## src/rtl/csa_pkg.sv

```systemverilog
// Shared constants and helpers for the carry-select adder and its ripple-carry blocks.
package csa_pkg;

    localparam int CSA_DEFAULT_WIDTH   = 32'sd4;
    localparam int CSA_DEFAULT_BLOCK_W = 32'sd2;

    // Number of carry-select blocks; callers guarantee width is a multiple of block_w.
    function automatic int num_blocks(input int width, input int block_w);
        return width / block_w;
    endfunction

endpackage

```

## src/rtl/rca_block.sv

```systemverilog
// Purely combinational W-bit ripple-carry adder built from full-adder equations.
module rca_block #(
    parameter int W = 32'sd2
) (
    input  logic [W-1:0] a,
    input  logic [W-1:0] b,
    input  logic         cin,
    output logic [W-1:0] sum,
    output logic         cout
);

    logic [W:0] carry_s;

    // Full-adder chain; carry_s[i] is the carry into bit i.
    always_comb begin
        carry_s    = '0;
        sum        = '0;
        carry_s[0] = cin;
        for (int i = 0; i < W; i++) begin
            sum[i]         = a[i] ^ b[i] ^ carry_s[i];
            carry_s[i + 1] = (a[i] & b[i]) | (carry_s[i] & (a[i] ^ b[i]));
        end
    end

    assign cout = carry_s[W];

endmodule

```

## src/rtl/carry_select_adder.sv

```systemverilog
// Carry-select adder with a one-cycle registered result: {cout, sum} = a + b + cin.
module carry_select_adder
    import csa_pkg::*;
#(
    parameter int WIDTH   = CSA_DEFAULT_WIDTH,
    parameter int BLOCK_W = CSA_DEFAULT_BLOCK_W
) (
    input  logic             clk,
    input  logic             rst_n,
    input  logic [WIDTH-1:0] a,
    input  logic [WIDTH-1:0] b,
    input  logic             cin,
    input  logic             in_valid,
    output logic [WIDTH-1:0] sum,
    output logic             cout,
    output logic             out_valid
);

    localparam int NB = num_blocks(WIDTH, BLOCK_W);

    if (WIDTH < 32'sd1 || BLOCK_W < 32'sd1 || (WIDTH % BLOCK_W) != 32'sd0) begin : g_bad_params
        $error("carry_select_adder: WIDTH must be >= 1 and a multiple of BLOCK_W");
    end

    logic [WIDTH-1:0] sum_comb_s;
    logic             cout_comb_s;

    // Each block exposes its own carry-in/out so the inter-block chain stays a pure mux path.
    for (genvar k = 0; k < NB; k++) begin : g_blk
        logic cin_s;
        logic cout_s;

        if (k == 0) begin : g_first
            assign cin_s = cin;
            rca_block #(.W(BLOCK_W)) u_rca (
                .a    (a[BLOCK_W-1:0]),
                .b    (b[BLOCK_W-1:0]),
                .cin  (cin_s),
                .sum  (sum_comb_s[BLOCK_W-1:0]),
                .cout (cout_s)
            );
        end else begin : g_select
            logic [BLOCK_W-1:0] s0_s;
            logic [BLOCK_W-1:0] s1_s;
            logic               c0_s;
            logic               c1_s;

            assign cin_s = g_blk[k-1].cout_s;

            rca_block #(.W(BLOCK_W)) u_rca_c0 (
                .a    (a[k*BLOCK_W +: BLOCK_W]),
                .b    (b[k*BLOCK_W +: BLOCK_W]),
                .cin  (1'b0),
                .sum  (s0_s),
                .cout (c0_s)
            );

            rca_block #(.W(BLOCK_W)) u_rca_c1 (
                .a    (a[k*BLOCK_W +: BLOCK_W]),
                .b    (b[k*BLOCK_W +: BLOCK_W]),
                .cin  (1'b1),
                .sum  (s1_s),
                .cout (c1_s)
            );

            assign sum_comb_s[k*BLOCK_W +: BLOCK_W] = cin_s ? s1_s : s0_s;
            assign cout_s                           = cin_s ? c1_s : c0_s;
        end
    end

    assign cout_comb_s = g_blk[NB-1].cout_s;

    logic [WIDTH-1:0] sum_d,   sum_q;
    logic             cout_d,  cout_q;
    logic             valid_d, valid_q;

    // Capture a new result only for valid operands; otherwise hold so idle inputs cannot disturb it.
    always_comb begin
        sum_d   = sum_q;
        cout_d  = cout_q;
        valid_d = 1'b0;
        if (in_valid) begin
            sum_d   = sum_comb_s;
            cout_d  = cout_comb_s;
            valid_d = 1'b1;
        end else begin
            sum_d   = sum_q;
            cout_d  = cout_q;
            valid_d = 1'b0;
        end
    end

    // Output pipeline register.
    always_ff @(posedge clk or negedge rst_n) begin
        if (!rst_n) begin
            sum_q   <= '0;
            cout_q  <= 1'b0;
            valid_q <= 1'b0;
        end else begin
            sum_q   <= sum_d;
            cout_q  <= cout_d;
            valid_q <= valid_d;
        end
    end

    assign sum       = sum_q;
    assign cout      = cout_q;
    assign out_valid = valid_q;

endmodule

```

## config.mk

```make
export PLATFORM = sky130hd
export DESIGN_NAME = carry_select_adder
export DESIGN_NICKNAME = d
export VERILOG_FILES = /design/src/rtl/csa_pkg.sv /design/src/rtl/rca_block.sv /design/src/rtl/carry_select_adder.sv
export SDC_FILE = /design/constraint.sdc
export NUM_CORES = 1
export LEC_CHECK = 0
export CORE_AREA = 2 2 39 41
export CTS_BUF_LIST = sky130_fd_sc_hd__clkbuf_4 sky130_fd_sc_hd__clkbuf_8
export DETAILED_ROUTE_END_ITERATION = 10
export DIE_AREA = 0 0 41 43
export GPL_ROUTABILITY_DRIVEN = 0
export PLACE_DENSITY_LB_ADDON = 0.1
export SKIP_LAST_GASP = 1
export SYNTH_ARGS = -nofsm -noshare
export SYNTH_HDL_FRONTEND = slang
export SYNTH_HIERARCHICAL = 1
export SYNTH_SLANG_ARGS = --single-unit
```

## constraint.sdc

```tcl
create_clock -name clk -period 2.2 [get_ports clk]
set_input_delay 0.33 -clock clk [delete_from_list [all_inputs] [get_ports clk]]
set_output_delay 0.33 -clock clk [all_outputs]
set_load 0.01 [all_outputs]
```

==> run_summary.xml <==
<?xml version="1.0" encoding="UTF-8"?>
<metrics>
  <group name="cts">
    <metric name="postCtsSetupBuffers" unit="">0</metric>
    <metric name="clock_sinks" unit="">6</metric>
    <metric name="cts_hold_buf" unit="">0</metric>
    <metric name="postCtsResizedCells" unit="">0</metric>
    <metric name="clk_root_buffer_cell" unit="">clkbuf_4</metric>
    <metric name="path_clk_slew" unit="ns">0.05</metric>
    <metric name="htree_levels" unit="">1</metric>
    <metric name="clock_tree_buf_depth" unit="">2</metric>
    <metric name="cts_buffers" unit="">3</metric>
    <metric name="cts_tree" unit="">yes</metric>
    <metric name="clock_insertion_delay_worst_skew" unit="ns">0.24</metric>
  </group>
  <group name="placement">
    <metric name="dp_slack" unit="ns">-0.0426</metric>
    <metric name="placement.io_buffers" unit="">17</metric>
    <metric name="placedCellCount" unit="">82</metric>
    <metric name="dp_hpwl" unit="um">626</metric>
  </group>
  <group name="synth">
    <metric name="postSynthCellCount" unit="">50</metric>
    <metric name="postSynthRegisterBits" unit="">6</metric>
    <metric name="synth_seq_area_share" unit="">0.323</metric>
    <metric name="netlist_area" unit="um^2">465</metric>
    <metric name="synthesis.area_per_instance" unit="um^2">9.31</metric>
    <metric name="netlist-cell-type-count" unit="">9</metric>
    <metric name="synthesis.yosys.warnings" unit="">6</metric>
    <metric name="syn_nets" unit="">68</metric>
  </group>
  <group name="routing">
    <metric name="wl_per_cell" unit="um">8.33</metric>
    <metric name="avgViaCountPerCell" unit="">4.02</metric>
    <metric name="detailedRoute.firstIterationViolations" unit="">2</metric>
    <metric name="antenna_violating_nets_remaining" unit="">0</metric>
    <metric name="via_count" unit="">342</metric>
    <metric name="dr.pass1.iters" unit="">3</metric>
    <metric name="routed_wirelength" unit="um">708</metric>
    <metric name="route.detailed.drc" unit="">0</metric>
  </group>
  <group name="timing">
    <metric name="rsz0062_at_grt" unit="">no</metric>
    <metric name="fmaxAchievable" unit="MHz">508</metric>
    <metric name="setup_violations" unit="">0</metric>
    <metric name="finalCritPeriodShare" unit="">0.894</metric>
    <metric name="hold_violation_count_in_the_final_report" unit="">0</metric>
    <metric name="setup_ws" unit="ns">0.232</metric>
    <metric name="period_needed" unit="ns">1.97</metric>
    <metric name="clock-skew-final" unit="ns">0</metric>
    <metric name="max_slew_vio_count" unit="">0</metric>
  </group>
  <group name="critical_path">
    <metric name="worstReg2RegEnd" unit="">sum[0]</metric>
    <metric name="reg2reg_setup_slack" unit="ns">1.45</metric>
    <metric name="cp_max_fo" unit="">3</metric>
    <metric name="ff2ff_path_depth" unit="">1</metric>
    <metric name="setup.worst_path.class" unit="">in2reg</metric>
    <metric name="regToRegStartpoint" unit="">sum[0]</metric>
    <metric name="worstPathArrival" unit="ns">2.07</metric>
    <metric name="crit_required" unit="ns">2.30</metric>
    <metric name="startpoint_type" unit="">input pin</metric>
    <metric name="worstSetupEndpointType" unit="">register</metric>
  </group>
  <group name="pwr">
    <metric name="power_frac_seq" unit="">0.370</metric>
    <metric name="cellLeakagePower" unit="nW">0.371</metric>
    <metric name="power.share.switching" unit="">0.273</metric>
    <metric name="p_int" unit="W">0.000272</metric>
    <metric name="ir_worst_vdd" unit="mV">0.328</metric>
    <metric name="p_sw" unit="W">0.000102</metric>
    <metric name="clock_power_share" unit="">0.267</metric>
    <metric name="p_per_area" unit="nW/um^2">561</metric>
    <metric name="power.share.combinational" unit="">0.363</metric>
  </group>
  <group name="finish">
    <metric name="fillerInstances" unit="">151</metric>
    <metric name="instances_no_fill" unit="">85</metric>
    <metric name="flow.area_growth_from_synthesis" unit="%">43.3</metric>
    <metric name="final_core_util" unit="">0.482</metric>
    <metric name="antennaDiodeCount" unit="">0</metric>
    <metric name="design.final.nets" unit="">89</metric>
    <metric name="drive_gt1_frac" unit="">0.0725</metric>
  </group>
  <group name="global_route">
    <metric name="grt_pass1_vias" unit="">346</metric>
    <metric name="groute.usage.overall" unit="">0.109</metric>
    <metric name="grt_antenna_before_repair" unit="">0</metric>
    <metric name="grt_remaining_overflow" unit="">0</metric>
    <metric name="pin_count_of_the_biggest_net_entering_global_routing" unit="">10</metric>
    <metric name="grt_first_pass_wirelength" unit="um">1270</metric>
  </group>
  <group name="job">
    <metric name="max_cap_violations" unit="">0</metric>
  </group>
  <group name="floorplanning">
    <metric name="die_x" unit="um">41</metric>
    <metric name="placeableCoreArea" unit="um^2">1380</metric>
    <metric name="row_count" unit="">14</metric>
    <metric name="initial_standard_cell_utilization_of_the_core" unit="">0.336</metric>
    <metric name="pin_count" unit="">18</metric>
    <metric name="fp.dieH" unit="um">43</metric>
    <metric name="full_die_area" unit="um^2">1760</metric>
  </group>
  <group name="outcome">
    <metric name="run_status" unit="">complete, no violations</metric>
  </group>
  <group name="min_path">
    <metric name="min-delay-path-class" unit="">in2async</metric>
  </group>
</metrics>
cells in the final DEF (no fill, tap or decap):
cell	instances
inv_1	24
nor2_1	3
clkdlybuf4s50_1	17
dfrtp_1	6
conb_1	2
fa_1	6
mux2_4	2
clkbuf_4	3
mux2i_1	3
a21oi_1	3
state kept, by name, indices dropped and copies added, names as in the netlist:
name       flops
sum            4
out_valid      1
cout           1
kinds of logic after synthesis:
family | share of synthesized area
buf+inv | 0.218
fa+ha+maj | 0.258
flops | 0.323
mux | 0.129
compound gates | 0.0322
simple gates | 0.0242
other cells | 0.0161
metal layers:
layer	global-route usage	up-vias	wire length, um
met3	0.0785	0	72
met1	0.114	160	280
met4	0.0200	0	0
met5	0	-	0
li1	-	169	-
met2	0.172	13	356
final cells by class:
class                   count  area (um^2)  area share
flip-flops and latches      6          150       0.225
inverters                  24         90.1       0.135
clock buffers               3         22.5      0.0338
repair buffers             17          170       0.255
well taps                  16         20.0      0.0300
multi-input cells          19          214       0.321
worst max-delay path by stage:
| stage | startpoint | to | cells past startpoint |
|---|---|---|---|
| after floorplan | a[0] | sum[1] | 5 |
| after global placement | a[0] | cout | 7 |
| after detailed placement | a[0] | cout | 7 |
| after CTS | a[0] | cout | 7 |
| after global routing | a[0] | cout | 7 |
| final | a[0] | cout | 7 |
synth_stat cells (all sizes together):
cell type  instances  share of area
a21oi              3          0.032
buf                1          0.024
conb               2          0.016
dfrtp              6           0.32
fa                 6           0.26
inv               24           0.19
mux2               2          0.065
mux2i              3          0.065
nor2               3          0.024
through the flow:
step | area, um^2 | power (W) | setup TNS (ns) | hold slack [ns]
final | 667 | 0.000374 | 0 | 0.326
after global routing | 667 | 0.000407 | 0 | 0.337
after CTS | 667 | 0.000383 | 0 | 0.328
after detailed placement | 644 | 0.000279 | -0.0660 | 0.498
after global placement | 644 | 0.000277 | -0.0287 | 0.492
after floorplan | 465 | 0.000210 | 0 | 0.0344
worst max-delay path, stage by stage:
cell and delay (ns):
clkdlybuf4s50_1 0.46, inv_1 0.05, fa_1 0.42, fa_1 0.36
inv_1 0.13, mux2i_1 0.23, a21oi_1 0.09
power by group through the flow:
stage	sequential (W)	clock, W	combinational, W
2_1_floorplan	0.000149	0	0.0000613
3_3_place_gp	0.000139	0	0.000138
3_5_place_dp	0.000140	0	0.000140
4_1_cts	0.000138	0.000106	0.000140
5_1_grt	0.000140	0.000113	0.000154
6_report	0.000139	0.0000999	0.000136
No activity file was read; power rests on OpenSTA's default activity.
